$ cat config.mk
export PLATFORM = sky130hd
export DESIGN_NAME = mem_req_arbiter
export DESIGN_NICKNAME = d
export VERILOG_FILES = /design/src/rtl/mem_arb_pkg.sv /design/src/rtl/mem_arb_rd_tag_pipe.sv /design/src/rtl/mem_req_arbiter.sv
export SDC_FILE = /design/constraint.sdc
export NUM_CORES = 1
export LEC_CHECK = 0
export ABC_CLOCK_PERIOD_IN_PS = 1900
export BUFFER_PORTS_ARGS = -buffer_cell sky130_fd_sc_hd__buf_2
export CORE_AREA = 2 2 115 117
export DETAILED_ROUTE_END_ITERATION = 10
export DIE_AREA = 0 0 117 119
export SLEW_MARGIN = 20
export SYNTH_ARGS = -nofsm -noshare
export SYNTH_HDL_FRONTEND = slang
export SYNTH_SLANG_ARGS = --single-unit
$ cat constraint.sdc
create_clock -name clk -period 1.9 [get_ports clk]
set_clock_uncertainty 0.15 [all_clocks]
set_input_delay 0.19 -clock clk [delete_from_list [all_inputs] [get_ports clk]]
set_output_delay 0.19 -clock clk [all_outputs]
set_load 0.01 [all_outputs]
$ cat src/rtl/mem_arb_pkg.sv
// Shared types for the two-master memory request arbiter: default widths,
// master identifier and the read-tag entry carried through the return pipeline.
package mem_arb_pkg;

   localparam int ADDR_W_DEF = 32;
   localparam int DATA_W_DEF = 32;

   typedef logic master_id_t;

   typedef struct packed {
      logic       valid;
      master_id_t id;
   } tag_entry_t;

   localparam tag_entry_t TAG_IDLE = '{valid: 1'b0, id: 1'b0};

endpackage

$ cat src/rtl/mem_arb_rd_tag_pipe.sv
// Fixed-depth shift register of read tags; the tail entry lines up with the
// cycle on which the memory controller's read data is valid.
module mem_arb_rd_tag_pipe
   import mem_arb_pkg::*;
#(
   parameter int DEPTH = 2
) (
   input  logic       clk,
   input  logic       reset,
   input  tag_entry_t push,
   output tag_entry_t tail
);

   for (genvar gi = 0; gi < DEPTH; gi++) begin : g_stage
      tag_entry_t entry_reg;
      tag_entry_t entry_in;

      if (gi == 0) begin : g_head
         assign entry_in = push;
      end else begin : g_body
         assign entry_in = g_stage[gi-1].entry_reg;
      end

      always_ff @(posedge clk) begin
         if (reset) begin
            entry_reg <= TAG_IDLE;
         end else begin
            entry_reg <= entry_in;
         end
      end
   end

   assign tail = g_stage[DEPTH-1].entry_reg;

endmodule

$ cat src/rtl/mem_req_arbiter.sv
// Two-master round-robin arbiter onto a single memory_controller port with
// read-data steering. Define MEM_ARB_LOCK_EN to add per-master lock inputs.
module mem_req_arbiter
   import mem_arb_pkg::*;
#(
   parameter int ADDR_W     = ADDR_W_DEF,
   parameter int DATA_W     = DATA_W_DEF,
   parameter int RD_LATENCY = 1
) (
   input  logic              clk,
   input  logic              reset,

   input  logic              m0_req,
   input  logic              m0_we,
   input  logic [ADDR_W-1:0] m0_addr,
   input  logic [DATA_W-1:0] m0_wdata,
`ifdef MEM_ARB_LOCK_EN
   input  logic              m0_lock,
`endif
   output logic              m0_gnt,
   output logic              m0_rvalid,
   output logic [DATA_W-1:0] m0_rdata,

   input  logic              m1_req,
   input  logic              m1_we,
   input  logic [ADDR_W-1:0] m1_addr,
   input  logic [DATA_W-1:0] m1_wdata,
`ifdef MEM_ARB_LOCK_EN
   input  logic              m1_lock,
`endif
   output logic              m1_gnt,
   output logic              m1_rvalid,
   output logic [DATA_W-1:0] m1_rdata,

   output logic [ADDR_W-1:0] mc_address,
   output logic              mc_write_enable,
   output logic [DATA_W-1:0] mc_in,
   input  logic [DATA_W-1:0] mc_out
);

   localparam int TAG_DEPTH = RD_LATENCY + 1;

   logic [1:0]        req;
   logic [1:0]        gnt;
   logic              lock_hold;
   master_id_t        last_reg;
   master_id_t        win_id;
   logic              sel_we;
   logic [ADDR_W-1:0] sel_addr;
   logic [DATA_W-1:0] sel_wdata;
   logic [ADDR_W-1:0] mc_address_reg;
   logic              mc_write_enable_reg;
   logic [DATA_W-1:0] mc_in_reg;
   tag_entry_t        push_tag;
   tag_entry_t        tail_tag;

   assign req = {m1_req, m0_req};

   // A lock only matters when its owner was the last master granted.
`ifdef MEM_ARB_LOCK_EN
   assign lock_hold = last_reg ? (m1_req & m1_lock) : (m0_req & m0_lock);
`else
   assign lock_hold = 1'b0;
`endif

   always_comb begin
      gnt    = 2'b00;
      win_id = last_reg;
      case (req)
         2'b01:   win_id = 1'b0;
         2'b10:   win_id = 1'b1;
         2'b11:   win_id = lock_hold ? last_reg : ~last_reg;
         default: win_id = last_reg;
      endcase
      if (!reset && (req != 2'b00)) begin
         gnt[win_id] = 1'b1;
      end
   end

   assign m0_gnt = gnt[0];
   assign m1_gnt = gnt[1];

   assign sel_we    = win_id ? m1_we    : m0_we;
   assign sel_addr  = win_id ? m1_addr  : m0_addr;
   assign sel_wdata = win_id ? m1_wdata : m0_wdata;

   // Address and write data hold when idle; only the write strobe returns low.
   always_ff @(posedge clk) begin
      if (reset) begin
         mc_address_reg      <= '0;
         mc_write_enable_reg <= 1'b0;
         mc_in_reg           <= '0;
         last_reg            <= 1'b1;
      end else begin
         mc_write_enable_reg <= (|gnt) & sel_we;
         if (|gnt) begin
            mc_address_reg <= sel_addr;
            mc_in_reg      <= sel_wdata;
            last_reg       <= win_id;
         end
      end
   end

   assign mc_address      = mc_address_reg;
   assign mc_write_enable = mc_write_enable_reg;
   assign mc_in           = mc_in_reg;

   assign push_tag = '{valid: (|gnt) & ~sel_we, id: win_id};

   mem_arb_rd_tag_pipe #(
      .DEPTH (TAG_DEPTH)
   ) u_tag_pipe (
      .clk   (clk),
      .reset (reset),
      .push  (push_tag),
      .tail  (tail_tag)
   );

   assign m0_rvalid = ~reset & tail_tag.valid & (tail_tag.id == 1'b0);
   assign m1_rvalid = ~reset & tail_tag.valid & (tail_tag.id == 1'b1);

   assign m0_rdata = mc_out;
   assign m1_rdata = mc_out;

endmodule

* Word-level counts from Yosys, hierarchy flattened
Cells that the tools add are included.
Word-level totals: register bits after elaboration 70, bits of input ports 166, output and inout port bits 133, word-level logic and storage cells 34
Operators by class: order comparisons 2, eq/ne operators 3, mux-type cells 7, bitwise logic cells 9, reductions and logical operators 5
Operators by type and width (count):
- two-way mux 32 bit | 2
- bitwise AND 1 bit | 5
- == test 2 bit (second input constant) | 2
- inverter 1 bit | 4
- case mux 1 bit (3 select lines) | 1
- == test 2 x 1 -> 1 bit (second input constant) | 1
- logical AND 1 bit | 2
- < comparator 1 x 2 -> 1 bit (second input constant) | 1
- two-way mux 1 bit | 2
- two-way mux 2 bit | 1
- nonzero test 2 bit | 1
- OR reduction 2 bit | 1
- demux 1 bit (select 1 bit) | 1
- greater-or-equal comparator 1 bit (second input constant) | 1
- logical NOT 1 bit | 1

* Logic depth before layout (Yosys ltp)
Gate-level depths: netlist (run 1).
depth in word-level cells 9, mapped depth 6, mapped depth without buffers 3

* By module
From an unflattened synthesis (run 1), not the netlist that was laid out.
Second synthesis, totals: cell total of the unflattened synthesis 455, area total of the unflattened synthesis 4501.8 um^2
Modules (own cells, without submodules):
- mem_req_arbiter | instances 1, cells each 447, area an instance 4396.7 um^2, sequential area each 1321.3 um^2
- mem_arb_rd_tag_pipe | instances 1, cells each 8, area an instance 105.1 um^2, sequential area each 80.1 um^2

* Worst setup path after synthesis (run 1)
Ideal clock, no wire load.
path type input-to-reg, start in m0_req, end reg mc_address_reg[6] (netlist: mc_address[6]), setup time 0.122 ns, arrival 1.198 ns, data required time 1.628 ns, slack 0.430 ns, stages 5, buffers on the path 2, path through buf_2 buf_1 mux2i_1 nor2_1 a221o_1
On the way: cells in the longest elaborated chain, start to end 8, elaborated cells between the ends (all ways) 14, those cells by class 2 x order compare; 3 x eq/ne; 5 x mux; 4 x reduce/logical
RTL lines:
- from (decl) | RTL line mem_req_arbiter.sv:13 | input logic m0_req,
- == test 2 bit / == test 2 x 1 -> 1 bit (equally long branches) | RTL line mem_req_arbiter.sv:69 | case (req)
- case mux 1 bit (3 select lines) | RTL line mem_req_arbiter.sv:69
- < comparator 1 x 2 -> 1 bit (implied by the code) / greater-or-equal comparator 1 bit (equally long branches) | RTL line mem_req_arbiter.sv:76 | gnt[win_id] = 1'b1;
- logical AND 1 bit (implied by the code) | RTL line mem_req_arbiter.sv:76
- two-way mux 1 bit (implied by the code) | RTL line mem_req_arbiter.sv:76
- demux 1 bit (select 1 bit) | RTL line mem_req_arbiter.sv:76
- two-way mux 2 bit | RTL line mem_req_arbiter.sv:75 | if (!reset && (req != 2'b00)) begin
- OR reduction 2 bit | RTL line mem_req_arbiter.sv:96 | if (|gnt) begin
- to (signal assigned) | RTL line mem_req_arbiter.sv:97 | mc_address_reg <= sel_addr;
- to (decl) | RTL line mem_req_arbiter.sv:51 | logic [ADDR_W-1:0] mc_address_reg;
Parallel ways exist; a longest one is shown, timed or not. A chain may end at the register's enable or synchronous reset.

* Worst setup path in the final report (run 1)
start reg last_reg, end out m1_gnt
On the way: cells in the longest elaborated chain, start to end 7, elaborated cells between the ends (all ways) 8, those cells by class 2 x order compare; 4 x mux; 1 x bitwise; 1 x reduce/logical
RTL lines:
- from (decl) | RTL line mem_req_arbiter.sv:46 | master_id_t last_reg;
- from (signal assigned) | RTL line mem_req_arbiter.sv:99 | last_reg <= win_id;
- inverter 1 bit | RTL line mem_req_arbiter.sv:72 | 2'b11: win_id = lock_hold ? last_reg : ~last_reg;
- case mux 1 bit (3 select lines) (*) | RTL line mem_req_arbiter.sv:69
- < comparator 1 x 2 -> 1 bit (implied by the code) / greater-or-equal comparator 1 bit (equally long branches) | RTL line mem_req_arbiter.sv:76
- logical AND 1 bit (implied by the code) | RTL line mem_req_arbiter.sv:76
- two-way mux 1 bit (implied by the code) | RTL line mem_req_arbiter.sv:76
- demux 1 bit (select 1 bit) (*) | RTL line mem_req_arbiter.sv:76
- two-way mux 2 bit (*) | RTL line mem_req_arbiter.sv:75
- to (decl) | RTL line mem_req_arbiter.sv:31 | output logic m1_gnt,
Every way passes the cells marked *; elsewhere a longest branch is shown, timed or not.

==> impl_metrics.yaml, run 1 <==
outcome:
  status: "completed"
timing:
  fin_ws_ns: 0.0829
  period_minus_slack_ns: 1.82
  hold_ws_ns: 0.0212
  setup-tns-final_ns: 0
  slew_headroom_pct: 33.9
  timing.final.crit_share_pct: 95.6
  clock.fmax_mhz: 550
  tightest_slew_ns: 0.988
  slew_viol_final: 0
  rsz0062_at_grt: "false"
  setup-violations-final: 0
  hold_viol_final: 0
cts:
  root_buffer: "clkbuf_16"
  clkLatencyLatePin_ns: 0.33
  numClockSinks: 70
  cts.clk_slew.worst_paths_ns: 0.06
  cts_tree: "yes"
  clock_path_buffers: 2
  cts.repair.resized: 0
  htreeDepth: 3
  cts_buffers: 9
detailed_routing:
  vias: 3864
  drtIter0Drc: 296
  postRouteAntennaNets: 0
  wirelength_mm: 12.4
  avgRoutedWirePerCell_um: 16.1
  routed_via_density: 5.02
  firstDrtPassIters: 4
  drc: 0
synthesis:
  synth-compound-area-share_pct: 25.8
  synth_adder_area_share_pct: 0
  syn_area_um2: 3840
  syn-num-nets: 577
  yosys.area_share.simple_pct: 13.3
  yosysUniqueCellTypes: 25
  synth_seq_area_share_pct: 36.4
  synth_cells: 411
  synthXorXnorAreaFrac_pct: 0
  synth_top_family_by_area: "compound AO/OA/AOI/OAI gates"
  ys_seq_elements: 70
  synthFlopType: "dfxtp_1"
  synth_edf_count: 0
  ys_warn_count: 0
  syn_area_per_cell_um2: 9.36
  synthMuxAreaShare_pct: 3.38
  synthArstFlopShare_pct: 0
layout:
  final_cells: 770
  final_common_cell: "buf_2"
  diodes: 0
  area_growth_pct: 40.5
  multi_input_area_um2: 1660
  final_cell_mix: "buf_2, dfxtp_1, a221o_1"
  drive_gt1_share_pct: 40.2
  regArea_um2: 1400
  nets: 755
  nFillCells: 1228
grt:
  grt_max_degree: 39
  grt_pass1_vias: 3757
  antenna_found_initial: 0
  overflow: 0
  track_usage_pct: 17.1
  grt_first_pass_wirelength_mm: 18.7
floorplanning:
  die_area_um2: 13900
  io_pins: 299
  die_width_um: 117
  die_height_um: 119
  rows: 42
  start_util_pct: 29.9
  core_area_um2: 12900
worst_setup_path:
  worstSetupStartpointType: "flop"
  crit_path_top_delay_cell: "dfxtp_1"
  path_cells: "and2_1, nor3_4, buf_4, buf_2"
  max_stage_delay_ns: 0.33
  endpoint_kind: "output pin"
  path_class: "reg2out"
  cp.required_ns: 1.56
  worst_ep_arrival_time_ns: 1.48
  crit_fanout: 29
place:
  gp_congestion: 0.736
  pre_cts_ws_ns: 0.0725
  dp_hpwl_mm: 7.97
  dpl.cell_count: 698
  port-buffer-count: 202
power_and_ir_drop:
  p_per_area_nw_per_um2: 752
  ir_worst_vdd_v: 0.000355
  p_leak_nw: 2.57
job:
  drv_cap: 0
worst_hold_path:
  hold_path_class: "in2reg"
-- critical path, delay by kind of cell (launching register included) --
kind                   cells  cell delay (ns)
buffers and inverters      2             0.53
DFF                        1             0.33
and+or+nand+nor            2             0.28
-- worst paths after layout --
kind                                            startpoint                             to  slack (ns)  depth (start not counted)
max                                  last_reg$_SDFFE_PP1P_                         m1_gnt        0.08                          4
min                                                  m1_we     mc_write_enable$_SDFF_PP0_        0.02                          3
max reg2reg                          last_reg$_SDFFE_PP1P_          mc_in[2]$_SDFFE_PP0P_        0.19                          3
min reg2reg  u_tag_pipe.g_stage[0].entry_reg[1]$_SDFF_PP0_  u_tag_pipe.tail[1]$_SDFF_PP0_        0.29                          1
-- area by class of cell --
| cell class | count | share of cell area [%] |
|---|---|---|
| multi-input combinational | 198 | 30.7 |
| inverter | 38 | 2.64 |
| clock inverter | 6 | 0.695 |
| sequential | 70 | 25.9 |
| tap | 176 | 4.08 |
| clock buffer | 10 | 4.42 |
| timing repair buffer | 272 | 31.5 |
-- Yosys cell counts, drive strengths merged, types with 2 or more instances --
cell	count	area share, %
a2111oi	36	8.2
a221o	64	17
and2	16	2.6
buf	82	15
clkbuf	23	2.2
dfxtp	70	36
inv	38	3.7
mux2i	13	3.4
nand2	2	0.20
nor2	17	1.7
nor2b	2	0.33
nor3	2	0.52
nor3b	37	7.2
o21ai	3	0.39
-- kinds of logic after synthesis --
kind of cell           count (synthesis)
DFF                                   70
buffers and inverters                143
AOI/OAI and AO/OA                    105
muxes                                 13
and+or+nand+nor                       80
-- routing by layer --
layer / vias up / share of wire [%] / track usage [%]
li1: 1828 / - / -
met5: - / 0 / 0
met1: 1810 / 45 / 22.1
met4: 0 / 2.1 / 7.21
met3: 26 / 7.5 / 4.33
met2: 200 / 45 / 27.0
-- per-stage QoR --
stage	power, mW	util [%]	area [um^2]
floorplan	2.21	-	3840
global placement	2.43	35.5	4570
detailed placement	2.44	35.5	4570
CTS	4.12	42.0	5400
global route	4.28	42.0	5400
finish	4.06	42.0	5400
-- what timing repair did --
item | 4_1_cts | 5_1_grt
hold buffers | 56 | 0
buffers inserted | 0 | 0
endpoints found under the hold margin | 28 | 0
endpoints found under the setup margin | 0 | 0
-- where the power goes --
part	total [mW]	internal [mW]	switching, mW
Clock	1.56	0.911	0.648
Sequential	1.66	1.60	0.0643
Combinational	0.845	0.436	0.409
Total	4.06	2.94	1.12
Note: power is estimated with default switching activity, not from simulation.
==> run 2, diff against run 1 <==
--- a/config.mk
+++ b/config.mk
@@ -5,11 +5,13 @@
 export SDC_FILE = /design/constraint.sdc
 export NUM_CORES = 1
 export LEC_CHECK = 0
+export ABC_AREA = 1
 export ABC_CLOCK_PERIOD_IN_PS = 1900
 export BUFFER_PORTS_ARGS = -buffer_cell sky130_fd_sc_hd__buf_2
-export CORE_AREA = 2 2 115 117
+export CORE_AREA = 2 2 116 118
 export DETAILED_ROUTE_END_ITERATION = 10
-export DIE_AREA = 0 0 117 119
+export DIE_AREA = 0 0 118 120
+export MAX_ROUTING_LAYER = met4
 export SLEW_MARGIN = 20
 export SYNTH_ARGS = -nofsm -noshare
 export SYNTH_HDL_FRONTEND = slang
==> impl_metrics.yaml, run 2 <==
synthesis:
  synth_top_area_cell: "dfxtp_1"
  yosysMostFrequentCell: "nand2_1"
  syn_area_um2: 3940
  synth.top_cells.by_area: "dfxtp_1, nand2_1, nand3_1"
  synth_edf_count: 0
  synthFlopType: "dfxtp_1"
  synth_top_cell_area_share_pct: 35.6
  syn-num-nets: 760
  syn_area_per_cell_um2: 6.63
  ys_seq_elements: 70
  yosysUniqueCellTypes: 13
  synthArstFlopShare_pct: 0
  netlist_top_cells_count: "nand2_1, nand3_1, buf_4, dfxtp_1, a21oi_1"
  synth_seq_area_share_pct: 35.6
  synth_cells: 594
  ys_warn_count: 0
detailed_routing:
  avgRoutedWirePerCell_um: 13.2
  firstDrtPassIters: 6
  postRouteAntennaNets: 0
  vias: 4136
  drtIter0Drc: 241
  drc: 0
  routed_via_density: 4.64
  wirelength_mm: 11.8
grt:
  overflow: 0
  grt_max_degree: 65
  grt_first_pass_wirelength_mm: 19.0
  met3_usage_pct: 3.28
  antenna_found_initial: 0
  track_usage_pct: 16.7
  gr-usage-met2_pct: 28.1
  grt_pass1_vias: 3928
  grt_use_met1_pct: 19.6
  top_usage_layer: "met2"
job:
  drv_cap: 0
timing:
  hold_viol_final: 0
  timing.final.crit_share_pct: 92.1
  rsz0062_at_grt: "false"
  slew_headroom_pct: 68.8
  setup-tns-final_ns: 0
  slew_viol_final: 0
  period_minus_slack_ns: 1.75
  setup-violations-final: 0
  clock.fmax_mhz: 571
  tightest_slew_ns: 0.468
  hold_ws_ns: 0.0150
place:
  dp_hpwl_mm: 8.24
  gp_congestion: 0.780
  port-buffer-count: 202
floorplanning:
  die_height_um: 120
  io_pins: 299
  rows: 42
  core_area_um2: 13000
  die_area_um2: 14200
  start_util_pct: 30.3
  die_width_um: 118
power_and_ir_drop:
  swShare_pct: 27.1
  p_per_area_nw_per_um2: 869
  power_frac_seq_pct: 37.3
  p_int_mw: 3.16
  p_clk_share_pct: 43.1
  p_switching_mw: 1.17
  ir_worst_vdd_v: 0.000324
  p_comb_share_pct: 19.6
  p_leak_nw: 2.60
  totalPowerFinal_mw: 4.33
cts:
  root_buffer: "clkbuf_16"
  cts.clk_slew.worst_paths_ns: 0.06
  htreeDepth: 3
  cts_tree: "yes"
  numClockSinks: 70
  cts_buffers: 9
  clkLatencyLatePin_ns: 0.32
  clock_path_buffers: 2
layout:
  final_common_cell: "buf_2"
  final_cell_mix: "buf_2, nand2_1, nand3_1"
  area_growth_pct: 26.7
  diodes: 0
  nets: 876
  fin_util_pct: 38.4
  drive_gt1_share_pct: 33.4
worst_setup_path:
  crit_fanout: 13
  cp.required_ns: 1.56
  worstSetupStartpointType: "flop"
  path_class: "reg2out"
  crit_path_top_delay_cell: "dfxtp_2"
  endpoint_kind: "output pin"
  max_stage_delay_ns: 0.35
  worst_ep_arrival_time_ns: 1.41
  path_cells: "inv_1, nand2_2, buf_6, nand2_1, nor2_1, buf_2"
  r2r_cells: 7
worst_hold_path:
  hold_path_class: "in2reg"
  min_path_cells: 3
outcome:
  status: "completed"
run 2: cell types whose count changed in the layout (fill, tap and decap cells not counted), moves of 13 or more:
cell and change:
dlygate4sd3_1 -55, nand3_1 +129, a221o_1 -64, nand2_1 +195, a21oi_1 +65, mux2i_1 -13, a2111oi_0 -36, inv_1 -30
nor3b_1 -37, and2_1 -16
run 2: final timing paths:
check | slack, ns | end | from
setup / recovery | 0.15 | m1_gnt | last_reg$_SDFFE_PP1P_
hold / removal | 0.01 | mc_write_enable$_SDFF_PP0_ | m1_we
setup reg to reg | 0.50 | mc_in[4]$_SDFFE_PP0P_ | last_reg$_SDFFE_PP1P_
hold reg to reg | 0.25 | u_tag_pipe.tail[1]$_SDFF_PP0_ | u_tag_pipe.g_stage[0].entry_reg[1]$_SDFF_PP0_
run 2: critical path, delay by kind of cell, from the launching register on:
family	cells	cell delay (ns)
simple gates	3	0.36
flops	1	0.35
buf+inv	3	0.38
run 2: area by class of cell:
class / instances / area (um^2)
Tap cell: 176 / 220
Sequential cell: 70 / 1400
Multi-Input combinational cell: 404 / 1780
Clock inverter: 5 / 81.3
Clock buffer: 11 / 253
Fill cell: 1441 / 7990
Timing Repair Buffer: 217 / 1220
Inverter: 8 / 30.0
run 2: timing repair:
action	in CTS	in global routing
endpoints found under the setup margin	0	1
setup buffers	0	0
gates resized for setup	0	2
hold buffers	1	0
hold endpoints to repair	2	0
run 2: power groups by stage:
stage          Clock [mW]  Combinational, mW  Sequential (mW)
2_1_floorplan           0              0.590             1.69
3_3_place_gp            0              0.855             1.65
3_5_place_dp            0              0.856             1.65
4_1_cts              1.91              0.861             1.62
5_1_grt              1.97              0.961             1.63
6_report             1.87              0.850             1.62
run 2: cell families (layout without fill, tap and decap cells):
| group | count (synthesis) | count (layout) | share of synthesized area [%] |
|---|---|---|---|
| simple gates | 337 | 337 | 36.4 |
| buf+inv | 120 | 241 | 19.4 |
| flops | 70 | 70 | 35.6 |
| compound gates | 67 | 67 | 8.61 |
run 2: metrics by stage:
stage / worst slack, ns / instance area [um^2] / std cells
detailed placement: 0.385 / 4640 / 874
finish: 0.150 / 4990 / 891
global placement: 0.370 / 4640 / 874
CTS: 0.0181 / 4980 / 891
floorplan: 0.612 / 3940 / 594
global route: 0.0103 / 4990 / 891
run 2: layer usage:
metal	vias to the layer above	share of wire, %
li1	2105	-
met1	1846	43
met2	159	49
met3	26	5.9
met4	0	2.2
met5	-	0
